**src/rtl/bpsk_symbol_mapper.sv**
```systemverilog
// rtl/bpsk_symbol_mapper.sv - byte FIFO, MSB-first serialiser and BPSK symbol mapper
// Feeds rrc_fir with OSR-sample symbols; drives idle 0 when no data is pending.
module bpsk_symbol_mapper #(
  parameter int OSR        = 10,
  parameter int IN_WIDTH   = 8,
  parameter int OUT_WIDTH  = 2,
  parameter int FIFO_DEPTH = 4,
  parameter int ZERO_STUFF = 0
) (
  input  logic                 clk,
  input  logic                 rst,
  input  logic [IN_WIDTH-1:0]  in_data,
  input  logic                 in_valid,
  output logic                 in_ready,
  output logic [OUT_WIDTH-1:0] sym_out,
  output logic                 sym_strobe,
  output logic                 busy
);

  localparam int CNT_W  = (OSR > 1) ? $clog2(OSR) : 1;
  localparam int BIT_W  = (IN_WIDTH > 1) ? $clog2(IN_WIDTH) : 1;
  localparam int PTR_W  = (FIFO_DEPTH > 1) ? $clog2(FIFO_DEPTH) : 1;
  localparam int FCNT_W = PTR_W + 1;

  localparam logic [CNT_W-1:0]     LAST_SAMPLE = CNT_W'(OSR - 1);
  localparam logic [BIT_W-1:0]     TOP_BIT     = BIT_W'(IN_WIDTH - 1);
  localparam logic [FCNT_W-1:0]    FULL_CNT    = FCNT_W'(FIFO_DEPTH);
  localparam logic [OUT_WIDTH-1:0] SYM_POS     = OUT_WIDTH'(1);
  localparam logic [OUT_WIDTH-1:0] SYM_NEG     = '1;

  typedef enum logic {ST_IDLE, ST_RUN} state_t;

  state_t                 state_q, state_d;
  logic [IN_WIDTH-1:0]    mem_q [FIFO_DEPTH];
  logic [PTR_W-1:0]       wr_ptr_q, wr_ptr_d;
  logic [PTR_W-1:0]       rd_ptr_q, rd_ptr_d;
  logic [FCNT_W-1:0]      count_q, count_d;
  logic [CNT_W-1:0]       sample_cnt_q, sample_cnt_d;
  logic [BIT_W-1:0]       bit_idx_q, bit_idx_d;
  logic [IN_WIDTH-1:0]    shift_q, shift_d;
  logic [OUT_WIDTH-1:0]   sym_out_q, sym_out_d;
  logic                   sym_strobe_q, sym_strobe_d;
  logic                   busy_q, busy_d;

  logic push;
  logic pop;
  logic fifo_empty;
  logic sample_last;
  logic bit_last;
  logic [OUT_WIDTH-1:0] cur_sym;

  assign in_ready    = (count_q != FULL_CNT);
  assign push        = in_valid && in_ready;
  assign fifo_empty  = (count_q == '0);
  assign sample_last = (sample_cnt_q == LAST_SAMPLE);
  assign bit_last    = (bit_idx_q == '0);
  assign cur_sym     = shift_q[IN_WIDTH-1] ? SYM_NEG : SYM_POS;

  assign sym_out    = sym_out_q;
  assign sym_strobe = sym_strobe_q;
  assign busy       = busy_q;

  // State register
  always_ff @(posedge clk or posedge rst) begin
    if (rst) begin
      state_q <= ST_IDLE;
    end else begin
      state_q <= state_d;
    end
  end

  // Next-state logic
  always_comb begin
    state_d = state_q;
    case (state_q)
      ST_IDLE: if (!fifo_empty) state_d = ST_RUN;
      ST_RUN:  if (sample_last && bit_last && fifo_empty) state_d = ST_IDLE;
      default: state_d = ST_IDLE;
    endcase
  end

  // Output / datapath logic
  always_comb begin
    pop          = 1'b0;
    sample_cnt_d = sample_cnt_q;
    bit_idx_d    = bit_idx_q;
    shift_d      = shift_q;
    case (state_q)
      ST_IDLE: begin
        sample_cnt_d = '0;
        if (!fifo_empty) begin
          pop       = 1'b1;
          shift_d   = mem_q[rd_ptr_q];
          bit_idx_d = TOP_BIT;
        end
      end
      ST_RUN: begin
        if (!sample_last) begin
          sample_cnt_d = sample_cnt_q + CNT_W'(1);
        end else begin
          sample_cnt_d = '0;
          if (!bit_last) begin
            shift_d   = shift_q << 1;
            bit_idx_d = bit_idx_q - BIT_W'(1);
          end else if (!fifo_empty) begin
            // Next word follows the last bit of this one with no gap
            pop       = 1'b1;
            shift_d   = mem_q[rd_ptr_q];
            bit_idx_d = TOP_BIT;
          end else begin
            shift_d   = '0;
            bit_idx_d = '0;
          end
        end
      end
      default: begin
        sample_cnt_d = '0;
      end
    endcase

    sym_out_d    = '0;
    sym_strobe_d = 1'b0;
    if (state_q == ST_RUN) begin
      sym_strobe_d = (sample_cnt_q == '0);
      if ((ZERO_STUFF == 0) || (sample_cnt_q == '0)) begin
        sym_out_d = cur_sym;
      end
    end
    // Registered alongside sym_out so busy drops on the same cycle the idle symbol appears
    busy_d = (state_q == ST_RUN) || !fifo_empty;
  end

  // FIFO pointer and count logic
  always_comb begin
    wr_ptr_d = push ? wr_ptr_q + PTR_W'(1) : wr_ptr_q;
    rd_ptr_d = pop  ? rd_ptr_q + PTR_W'(1) : rd_ptr_q;
    case ({push, pop})
      2'b10:   count_d = count_q + FCNT_W'(1);
      2'b01:   count_d = count_q - FCNT_W'(1);
      default: count_d = count_q;
    endcase
  end

  always_ff @(posedge clk or posedge rst) begin
    if (rst) begin
      wr_ptr_q     <= '0;
      rd_ptr_q     <= '0;
      count_q      <= '0;
      sample_cnt_q <= '0;
      bit_idx_q    <= '0;
      shift_q      <= '0;
      sym_out_q    <= '0;
      sym_strobe_q <= 1'b0;
      busy_q       <= 1'b0;
    end else begin
      wr_ptr_q     <= wr_ptr_d;
      rd_ptr_q     <= rd_ptr_d;
      count_q      <= count_d;
      sample_cnt_q <= sample_cnt_d;
      bit_idx_q    <= bit_idx_d;
      shift_q      <= shift_d;
      sym_out_q    <= sym_out_d;
      sym_strobe_q <= sym_strobe_d;
      busy_q       <= busy_d;
    end
  end

  always_ff @(posedge clk) begin
    if (push) begin
      mem_q[wr_ptr_q] <= in_data;
    end
  end

endmodule

```
**config.mk**
```make
export PLATFORM = sky130hd
export DESIGN_NAME = bpsk_symbol_mapper
export DESIGN_NICKNAME = d
export VERILOG_FILES = /design/src/rtl/bpsk_symbol_mapper.sv
export SDC_FILE = /design/constraint.sdc
export NUM_CORES = 1
export LEC_CHECK = 0
export ABC_AREA = 0
export BUFFER_PORTS_ARGS = -buffer_cell sky130_fd_sc_hd__buf_2
export CAP_MARGIN = 30
export CORE_ASPECT_RATIO = 0.75
export CORE_MARGIN = 2
export CORE_UTILIZATION = 25
export CTS_CLUSTER_DIAMETER = 100
export DETAILED_ROUTE_END_ITERATION = 6
export SLEW_MARGIN = 40
export SYNTH_ARGS = -nofsm -noshare
export SYNTH_HDL_FRONTEND = slang
export SYNTH_SLANG_ARGS = --single-unit
```
**constraint.sdc**
```tcl
create_clock -name clk -period 2.55 [get_ports clk]
set_input_delay 0.3825 -clock clk [delete_from_list [all_inputs] [get_ports clk]]
set_output_delay 0.3825 -clock clk [all_outputs]
set_load 0.03 [all_outputs]
```
Word level (Yosys, flattened, before mapping)
Memories as Yosys holds them, arrays and structs flattened.
Index checks and enable logic that the tools add are counted.
W data, S select, Z words.
{ "op_classes": {"addsub": 6, "n_mux": 24, "eq_ne": 6, "n_reduce_logical": 10, "bitwise_logic": 1} }
{ "ops": {"columns": ["op", "count"], "rows": [
  ["$mux W8", 4],
  ["$pmux W8 S2", 1],
  ["$mux W3", 4],
  ["$pmux W3 S2", 2],
  ["$pmux W4 S2", 1],
  ["$mux W1", 7],
  ["$logic_not A3 Y1", 2],
  ["$sub A3 B1 Y3 const B", 2],
  ["$add A2 B1 Y2 const B", 2],
  ["$add A4 B1 Y4 const B", 1],
  ["$eq A4 B4 Y1 const B", 1],
  ["$logic_not A4 Y1", 1],
  ["$mux W2", 2],
  ["$mux W4", 1],
  ["$pmux W1 S2", 2],
  ["$add A3 B1 Y3 const B", 1],
  ["$logic_and A1 B1 Y1", 3],
  ["$ne A3 B3 Y1 const B", 1],
  ["$eq A2 B1 Y1 const B", 1],
  ["$eq A2 B2 Y1 const B", 1],
  ["$ne A2 B1 Y1 const B", 1],
  ["$ne A2 B2 Y1 const B", 1],
  ["$reduce_and A2 Y1", 1],
  ["$reduce_bool A2 Y1", 1],
  ["3 further kinds", 3]
]} }
{ "word_totals": {"mem_bits_rw": 32, "regBits": 27, "inputBits": 11, "wordCells": 58, "out_inout_bits": 5, "mem_count": 1} }
{ "memory_table": {"columns": ["memory", "words", "word_bits", "rd", "rd_ports_with_merged_regs", "write_ports", "line_no", "rtl"], "rows": [
  ["mem_q", 4, 8, 1, 0, 1, "34", "logic [IN_WIDTH-1:0] mem_q [FIFO_DEPTH];"]
]} }

Logic depth before layout (Yosys ltp)
Gate-level depths: netlist (run 1).
{ "depth": {"depth_word": 7, "depth_mapped": 12, "ltp_nobuf": 12} }

Least setup slack after synthesis (run 1)
Ideal clock, no wire load.
{ "synth_timing": {"kind": "register -> register", "startpoint": "reg count_q[0]", "endpoint": "reg count_q[2]", "setup_time_ps": 79, "arrival_time_ps": 2154, "required_time_ps": 2471, "slack_ps": 317, "stages_incl_launch_ff": 11, "n_path_buf": 0, "synth_period_minus_slack_ps": 2233, "path_cell_list": "dfrtp_1 inv_1 nand3_1 and2_1 inv_1 ha_1 inv_1 fa_1 xor2_1 nor2_1 xor2_1"} }
{ "synth_between": {"word_cells_on_any_way": 13, "cone_classes": "add/sub (2); eq/ne (3); mux (5); reduce/logical (3)"} }
{ "synth_rtl": {"columns": ["item", "line_no", "rtl"], "rows": [
  ["from (decl)", "37", "logic [FCNT_W-1:0] count_q, count_d;"],
  ["from (signal assigned)", "158", "count_q <= count_d;"],
  ["$ne A3 B3 Y1 *", "52", "assign in_ready = (count_q != FULL_CNT);"],
  ["named net in_ready", "14", "output logic in_ready,"],
  ["$logic_and A1 B1 Y1 *", "53", "assign push = in_valid && in_ready;"],
  ["$eq A2 B1 Y1 / $eq A2 B2 Y1 (equally long branches)", "137", "case ({push, pop})"],
  ["$pmux W3 S2 / $reduce_bool A2 Y1 (equally long branches)", null, null]
]} }
The timed path passes the listed nets; every way through them passes the cells marked *.
A chain may end at the register's enable or synchronous reset.

Worst setup path after layout (run 1)
{ "layout_timing": {"startpoint": "reg sample_cnt_q[1]", "endpoint": "reg count_q[2]"} }
{ "layout_between": {"elab_chain_cells": 5, "word_cells_on_any_way": 7, "cone_classes": "eq/ne (3); mux (3); reduce/logical (1)"} }
{ "layout_lines": {"columns": ["item", "line_no", "rtl"], "rows": [
  ["from (decl)", "38", "logic [CNT_W-1:0] sample_cnt_q, sample_cnt_d;"],
  ["from (signal assigned)", "159", "sample_cnt_q <= sample_cnt_d;"],
  ["$eq A4 B4 Y1 *", "55", "assign sample_last = (sample_cnt_q == LAST_SAMPLE);"],
  ["$mux W1 *", "98", "if (!sample_last) begin"],
  ["$pmux W1 S2 *", "88", "case (state_q)"],
  ["named net pop", "46", "logic pop;"],
  ["$eq A2 B1 Y1 / $eq A2 B2 Y1 (equally long branches)", "137", null],
  ["$pmux W3 S2 / $reduce_bool A2 Y1 (equally long branches)", null, null]
]} }
Marked as above.

==> flow_summary_export.csv, run 1 <==
group,metric,value,unit
setup_path,worst-setup-path-type,"reg -> reg",
cts,clockBufferDepth,2,
status,status,"finished clean",
die,die_area,0.0108,mm2
synth,yosysMostFrequentCell,"edfxtp_1",
placement,dpl.hpwl,2830,um
power_and_ir_drop,leakage,1.25,nW
cells_and_area,nNetsFinal,211,
timing,finalMaxSlewViolations,0,
cts,htreeDepth,3,
drt,final_antenna_net_count,0,
timing,tns,0,ns
synth,async_reset_ff_share,45.8,%
timing,finalCritPeriodShare,91.6,%
synth,synthTopCellsByArea,"edfxtp_1 38%, dfrtp_1 27%, ha_1 5.0%, mux4_2 4.5%, mux4_1 3.2%",
grt,grt_overflow,0,
die,core,0.00970,mm2
cells_and_area,layout-drive-gt1-share,25.3,%
power_and_ir_drop,power_density,929,mW/mm2
drt,num_vias,1345,
power_and_ir_drop,irDropWorstVdd,0.619,mV
die,placementRows,31,
drt,drc,0,
flow_run,cap_violations,0,
setup_path,crit_path_start_kind,"register",
grt,track_usage,9.06,%
placement,port_buffers,15,
synth,synth_common_cells,"32 x edfxtp_1, 27 x dfrtp_1, 13 x nor2_1",
grt,grt.met2_usage,12.0,%
setup_path,cp.required,2.80,ns
grt,grt_pass1_wl,7210,um
timing,max_slew_margin,58.7,%
drt,wirelength,4260,um
synth,synth_ff_type,"edfxtp_1",
die,fp.dieH,90.6,um
drt,vias_per_cell,4.13,
die,io_pins,16,
grt,grt_pass1_vias,1372,
die,die_x,119,um
drt,wire_per_inst,13.1,um
synth,syn-num-nets,186,
grt,grt_max_degree,28,
cells_and_area,area_delta_synth_final,23.2,%
synth,yosys_warnings,0,
timing,max_freq,0.428,GHz
worst_hold_path,hold_class,"in -> async",
setup_path,arrival,2.59,ns
synth,synth.distinct_cells,35,
grt,antenna_found_initial,0,
die,initial_utilization,25.8,%
synth,ys_seq_area_share,65.4,%
cells_and_area,diodes,0,
timing,finClkSkew,0.00386,ns
cts,cts_hold_buffers,0,
timing,post-route-min-period,2.34,ns
grt,top_usage_layer,"met1",
timing,hold_viol,0,
synth,synth.top_cell.area_share,38.4,%
drt,drtIter0Drc,65,
placement,gp_congestion,0.727,
grt,met1_usage,12.1,%
setup_path,cp_max_fo,5,
synth,synth_top_area_cell,"edfxtp_1",
timing,rsz0062_at_grt,"no",
cts,path_clk_slew,0.05,ns
cts,insertion_delay,0.33,ns
drt,first_pass_iters,6,
cts,cts_tree,"built",
synth,syn_area,0.00250,mm2
grt,globalRouteMet3Util,4.73,%
cts,cts.sinks,59,
timing,finalSetupViolCount,0,
setup_path,end_kind,"register",
synth,postSynthAreaPerCell,15.3,um2
cts,root_buffer,"clkbuf_16",
cells_and_area,final_util,31.8,%
synth,ys_ff_latch,59,
timing,worst_slew_pin_slew,0.614,ns
synth,netlist_instances,164,
cts,cts_buffers,9,
synth,synth_edf_count,32,
area by class of cell:
type / count / area (um2)
Multi-Input combinational cell: 88 / 801
Clock inverter: 7 / 103
Fill cell: 979 / 6620
Timing Repair Buffer: 19 / 105
Inverter: 12 / 45.0
Sequential cell: 59 / 1640
Clock buffer: 9 / 225
Tap cell: 132 / 165
what timing repair did:
action	CTS	global route
gates resized for setup	0	3
endpoints found under the setup margin	0	1
hold endpoints to repair	0	0
buffers inserted	0	2
worst paths after layout:
kind	cells past startpoint	slack, ns	endpoint	startpoint
max in group asynchronous	3	2.18	bit_idx_q[2]	rst
max	12	0.21	count_q[2]	sample_cnt_q[1]
min in group clk	1	0.27	mem_q[1][3]	in_data[3]
min	3	0.11	sample_cnt_q[0]	rst
min reg2reg	1	0.48	sym_out[1]	shift_q[7]
max reg2reg	12	0.21	count_q[2]	sample_cnt_q[1]
cell usage in the layout (no fill, tap or decap), types with 3 or more instances in the layout:
cell type  count
edfxtp_1      32
buf_2         15
buf_4          4
clkinv_4       4
inv_1         11
and3_1         6
and2_1         3
mux4_1         3
nor2_1        13
clkbuf_16      9
mux4_2         5
ha_1           9
nand3_1        5
xnor2_1        5
xor2_1         3
dfrtp_1       27
a221oi_1       4
nand2_1        8
metrics by stage:
stage,setup WS [ns],cells,power (mW),area [um2],hold WS [ns]
6_report,0.214,326,2.86,3080,0.108
5_1_grt,0.00323,326,3.00,3080,0.162
4_1_cts,0.104,324,2.90,3060,0.120
3_5_place_dp,0.119,308,1.59,2730,0.477
3_3_place_gp,0.222,308,1.58,2730,0.466
2_1_floorplan,0.317,164,1.48,2500,0.349
where the power goes:
part,switching [mW],internal [mW],leakage (nW)
Clock,0.437,0.860,0.156
Sequential,0.0650,1.17,0.611
Combinational,0.200,0.134,0.481
Total,0.702,2.16,1.25
flip-flops by register name, summed over array words and instances (netlist names):
| name | count |
|---|---|
| state_q | 1 |
| wr_ptr_q | 2 |
| busy | 1 |
| count_q | 3 |
| sample_cnt_q | 4 |
| sym_out | 2 |
| shift_q | 8 |
| sym_strobe | 1 |
| rd_ptr_q | 2 |
| bit_idx_q | 3 |
| mem_q | 32 |
layer usage:
metal	up-vias	part of all wire, %
met2	24	43
met1	661	50
met3	9	4.4
li1	651	-
met4	0	2.6
met5	-	0
critical path, stage by stage (launching register included):
cell and delay, ns:
dfrtp_1 0.39, inv_1 0.09, ha_1 0.15, nand3b_1 0.18
o21ai_4 0.23, nand2_2 0.12, inv_2 0.09, ha_2 0.18
inv_1 0.05, fa_1 0.37, xor2_1 0.15, nor2_1 0.11
xor2_1 0.14
cell families (layout without fill, tap and decap cells):
family | count (synthesis) | in the layout | synth area share [%]
AO/OA/AOI/OAI | 14 | 14 | 4.55
XOR/XNOR | 8 | 8 | 2.80
adder cells (fa/ha/maj) | 11 | 11 | 5.80
buffers and inverters | 17 | 47 | 2.95
flip-flops | 59 | 59 | 65.4
multiplexers | 12 | 12 | 9.35
AND/OR/NAND/NOR | 43 | 43 | 9.10
Note: power is estimated with default switching activity, not from simulation.
==> run 2, diff against run 1 <==
- CORE_UTILIZATION: 25 -> 55
- CTS_CLUSTER_SIZE: default -> 8
- PLACE_DENSITY: default -> 0.73
- SLEW_MARGIN: 40 -> default
==> run 2 against run 1 <==
- count of clock-buffer cells in the layout did not move
- clock skew rose by 0.0042 ns
- cell count fell by 22%
- register-to-register slack got worse by 0.04 ns
- non-clock buffer count rose by 3
- routed wire length fell by 4.3%
- critical path type unchanged
- via count rose by 4.8%
- clock power fell by 33%
- highest routed layer unchanged
- sequential power barely moved
- core utilization rose by 34 points
- power fell by 14%
- die area fell by 53%
==> flow_summary_export.csv, run 2 (synthesized netlist as in run 1, its figures left out) <==
group,metric,value,unit
status,status,"finished clean",
flow_run,cap_violations,0,
cells_and_area,largest_reg_flops,32,
cts,cts.sinks,59,
die,io_pins,16,
power_and_ir_drop,design_power_total,2.45,mW
cells_and_area,final_common_cell,"edfxtp_1",
setup_path,rr_startpoint,"sample_cnt_q[1]",
cts,path_clk_slew,0.06,ns
die,die_area,0.00511,mm2
die,placementRows,21,
cells_and_area,layout-drive-gt1-share,25.0,%
grt,grt_pass1_vias,1439,
die,fp.dieH,62.4,um
timing,rsz0062_at_grt,"no",
cells_and_area,diodes,0,
grt,grt_pass1_wl,6610,um
die,initial_utilization,56.7,%
setup_path,r2r-end,"count_q[2]",
timing,max_freq,0.421,GHz
timing,finClkSkew,0.00807,ns
grt,grt_overflow,0,
drt,drc,0,
setup_path,crit_path_start_kind,"register",
cts,insertion_delay,0.34,ns
placement,dpl.hpwl,2690,um
setup_path,end_kind,"register",
cts,cts_tree,"built",
timing,hold_viol,0,
power_and_ir_drop,power_density,848,mW/mm2
placement,gp_congestion,0.825,
setup_path,r2r_cells,12,
cells_and_area,mostFrequentLayoutCells,"32 x edfxtp_1, 27 x dfrtp_1, 15 x buf_2, 13 x nor2_1, 11 x inv_1",
timing,finalSetupViolCount,0,
cells_and_area,area_delta_synth_final,15.4,%
drt,final_antenna_net_count,0,
timing,worst_slew_pin_slew,0.650,ns
drt,wire_per_inst,16.1,um
die,die_x,81.9,um
cells_and_area,reg_top3,"mem_q: 32 flops, shift_q: 8 flops, sample_cnt_q: 4 flops",
grt,antenna_found_initial,0,
timing,finalMaxSlewViolations,0,
timing,post-route-min-period,2.38,ns
cts,htreeDepth,3,
setup_path,arrival,2.63,ns
placement,port_buffers,15,
drt,first_pass_iters,4,
cells_and_area,final_util,65.4,%
cts,root_buffer,"clkbuf_8",
cells_and_area,nNetsFinal,214,
timing,tns,0,ns
setup_path,r2r_slack,0.17,ns
grt,track_usage,18.7,%
cts,clockBufferDepth,2,
power_and_ir_drop,irDropWorstVdd,0.548,mV
timing,max_slew_margin,56.2,%
setup_path,worst-setup-path-type,"reg -> reg",
drt,wirelength,4080,um
die,core,0.00441,mm2
grt,grt_max_degree,28,
cts,cts_buffers,9,
power_and_ir_drop,leakage,1.21,nW
worst_hold_path,hold_class,"in -> async",
timing,finalCritPeriodShare,93.2,%
cells_and_area,top_register,"mem_q",
setup_path,cp.required,2.80,ns
setup_path,cp_max_fo,4,
drt,drtIter0Drc,104,
drt,vias_per_cell,5.57,
drt,num_vias,1410,
-- run 2: cell count changes in the layout (fill, tap and decap cells not counted), sizes merged --
cell      before  now
buf           19   22
clkinvlp       1    0
-- run 2: routing by layer --
| metal | wire (um) | GRT usage, % |
|---|---|---|
| met5 | 0 | 0 |
| met2 | 1970 | 27.2 |
| met1 | 1780 | 23.2 |
| met4 | 112 | 11.3 |
| met3 | 220 | 7.80 |
-- run 2: worst max-delay path by stage --
stage / start / end / depth (start not counted)
floorplan: count_q[0] / count_q[2] / 10
global placement: sample_cnt_q[1] / count_q[2] / 12
detailed placement: sample_cnt_q[1] / count_q[2] / 12
CTS: sample_cnt_q[1] / count_q[2] / 12
global route: sample_cnt_q[1] / count_q[2] / 12
finish: sample_cnt_q[1] / count_q[2] / 12
-- run 2: stage by stage --
stage	std cells	worst slack [ns]	instance area, um2	hold slack [ns]
final	253	0.172	2890	0.0977
after global routing	253	0.0121	2890	0.137
after CTS	248	0.0303	2840	0.0901
after detailed placement	233	0.0516	2630	0.461
after global placement	233	0.250	2630	0.451
after floorplan	164	0.317	2500	0.349
-- run 2: timing repair --
action	in CTS	in global routing
hold buffers	0	0
endpoints found under the setup margin	0	1
hold endpoints to repair	0	0
setup buffers	0	5
resized for setup	0	3
-- run 2: power by group --
| part | switching, mW | internal [mW] |
|---|---|---|
| combinational | 0.209 | 0.135 |
| sequential | 0.0634 | 1.16 |
| clock | 0.339 | 0.537 |
| total | 0.612 | 1.84 |
-- run 2: final cells by class --
cell class | instances | area, um2
well taps | 57 | 71.3
clock buffers | 9 | 124
inverters | 12 | 45.0
fillers | 310 | 1530
multi-input cells | 88 | 801
clock inverters | 6 | 81.3
repair buffers | 22 | 128
flip-flops and latches | 59 | 1640
-- run 2: worst max-delay path: stages (launching register included) --
cell and delay (ns):
dfrtp_1 0.39, inv_1 0.10, ha_1 0.15, nand3b_1 0.16, o21ai_4 0.20, nand2_2 0.11, inv_2 0.09, ha_2 0.18
inv_1 0.05, fa_1 0.37, xor2_1 0.15, nor2_1 0.17, xor2_1 0.17
==> run 3, diff against run 2 <==
- CORE_ASPECT_RATIO: 0.75 -> 2
==> run 3 against run 2 <==
- critical path depth unchanged
- via count down 1.5%
- count of clock-buffer cells in the layout unchanged
- sequential power about the same
- cell count down 2.4%
- fmax up 1.7%
- core utilization down 0.66 points
- global-route usage up 1.1 points
- worst setup slack better by 0.040 ns
- clock skew about the same
- routed wire length up 3.4%
- critical path type unchanged
==> flow_summary_export.csv, run 3 (synthesized netlist as in run 1, its figures left out) <==
group,metric,value,unit
timing,hold_viol,0,
cells_and_area,reg_top3,"mem_q: 32 flops, shift_q: 8 flops, sample_cnt_q: 4 flops",
setup_path,end_kind,"register",
timing,finalSetupViolCount,0,
cells_and_area,mostFrequentLayoutCells,"32 x edfxtp_1, 27 x dfrtp_1, 15 x buf_2, 13 x nor2_1, 12 x inv_1",
grt,globalRouteMet3Util,6.46,%
die,placementRows,34,
power_and_ir_drop,power_density,838,mW/mm2
cells_and_area,area_delta_synth_final,13.4,%
cells_and_area,layout-drive-gt1-share,23.3,%
grt,grt_pass1_wl,7030,um
grt,top_usage_layer,"met2",
cells_and_area,final_common_cell,"edfxtp_1",
die,initial_utilization,57.1,%
cells_and_area,num-fill-cells,320,
drt,final_antenna_net_count,0,
setup_path,cp.required,2.81,ns
drt,vias_per_cell,5.62,
drt,wire_per_inst,17.1,um
cells_and_area,top_register,"mem_q",
cells_and_area,largest_reg_flops,32,
die,die_area,0.00514,mm2
placement,gp_congestion,0.904,
drt,drc,0,
timing,finalMaxSlewViolations,0,
setup_path,worst-setup-path-type,"reg -> reg",
power_and_ir_drop,design_power_total,2.38,mW
die,io_pins,16,
grt,grt_max_degree,28,
timing,holdWs,0.0972,ns
drt,num_vias,1389,
drt,wirelength,4210,um
timing,finClkSkew,0.00808,ns
cells_and_area,fin_cells,247,
flow_run,cap_violations,0,
drt,drtIter0Drc,29,
die,die_x,51.7,um
grt,grt_pass1_vias,1483,
cts,cts_tree,"built",
power_and_ir_drop,leakage,1.19,nW
grt,met1_usage,19.3,%
placement,dpl.cell_count,230,
die,core,0.00438,mm2
cts,cts.sinks,59,
power_and_ir_drop,irDropWorstVdd,0.832,mV
timing,rsz0062_at_grt,"no",
setup_path,cp_max_fo,5,
timing,finalCritPeriodShare,91.7,%
cts,htreeDepth,3,
placement,dpl.hpwl,3030,um
cts,path_clk_slew,0.07,ns
cts,cts_buffers,9,
timing,worst_slew_pin_slew,0.729,ns
cells_and_area,nNetsFinal,210,
drt,first_pass_iters,4,
cells_and_area,final_util,64.7,%
die,fp.dieH,99.4,um
timing,tns,0,ns
setup_path,arrival,2.60,ns
grt,antenna_found_initial,0,
setup_path,crit_path_start_kind,"register",
setup_path,r2r_cells,12,
timing,post-route-min-period,2.34,ns
cts,clockBufferDepth,2,
cells_and_area,diodes,0,
status,status,"finished clean",
timing,max_slew_margin,50.9,%
worst_hold_path,hold_class,"in -> async",
cts,insertion_delay,0.34,ns
cts,root_buffer,"clkbuf_8",
grt,grt_overflow,0,
placement,port_buffers,15,
timing,max_freq,0.428,GHz
grt,grt.met2_usage,35.3,%
grt,track_usage,19.8,%
run 3: cell type report:
cell class	count	area, um2	share of cell area (%)
Sequential cell	59	1640	57.7
Timing Repair Buffer	18	97.6	3.44
Multi-Input combinational cell	88	798	28.1
Inverter	12	45.0	1.59
Clock buffer	9	124	4.37
Tap cell	54	67.6	2.38
Clock inverter	7	67.6	2.38
run 3: metal layers:
layer,up-vias,routed length [um]
li1,645,-
met1,703,1460
met2,30,2500
met3,11,127
met4,0,121
met5,-,0
run 3: worst max-delay path: stages (launching register included):
cell and delay [ns]:
dfrtp_1 0.42, inv_1 0.10, ha_1 0.15, nand3b_1 0.18, o21ai_4 0.19, nand2_2 0.10
inv_1 0.10, ha_1 0.19, inv_1 0.06, fa_1 0.37, xor2_1 0.15, nor2_1 0.11
xor2_1 0.15
run 3: path summary, 6_finish.rpt:
| kind | slack, ns | end | start |
|---|---|---|---|
| min in group clk | 0.25 | mem_q[2][4] | in_data[4] |
| worst min register to register | 0.51 | sym_out[1] | shift_q[7] |
| max in group asynchronous | 2.20 | shift_q[1] | rst |
| worst max-delay path | 0.21 | count_q[2] | sample_cnt_q[1] |
| worst max register to register | 0.21 | count_q[2] | sample_cnt_q[1] |
| worst min-delay path | 0.1 | shift_q[3] | rst |
run 3: power breakdown:
part | switching (mW) | internal, mW
Clock | 0.365 | 0.447
Sequential | 0.0673 | 1.16
Combinational | 0.202 | 0.132
run 3: repair_timing:
item,in CTS,in global routing
hold buffers,0,0
setup endpoints to repair,0,1
resized for setup,0,1
buffers inserted,0,1
run 3: through the flow:
| stage | area, um2 | worst slack [ns] |
|---|---|---|
| floorplan | 2500 | 0.317 |
| global placement | 2630 | 0.230 |
| detailed placement | 2630 | 0.116 |
| CTS | 2820 | 0.0976 |
| global route | 2840 | 0.00511 |
| finish | 2840 | 0.212 |
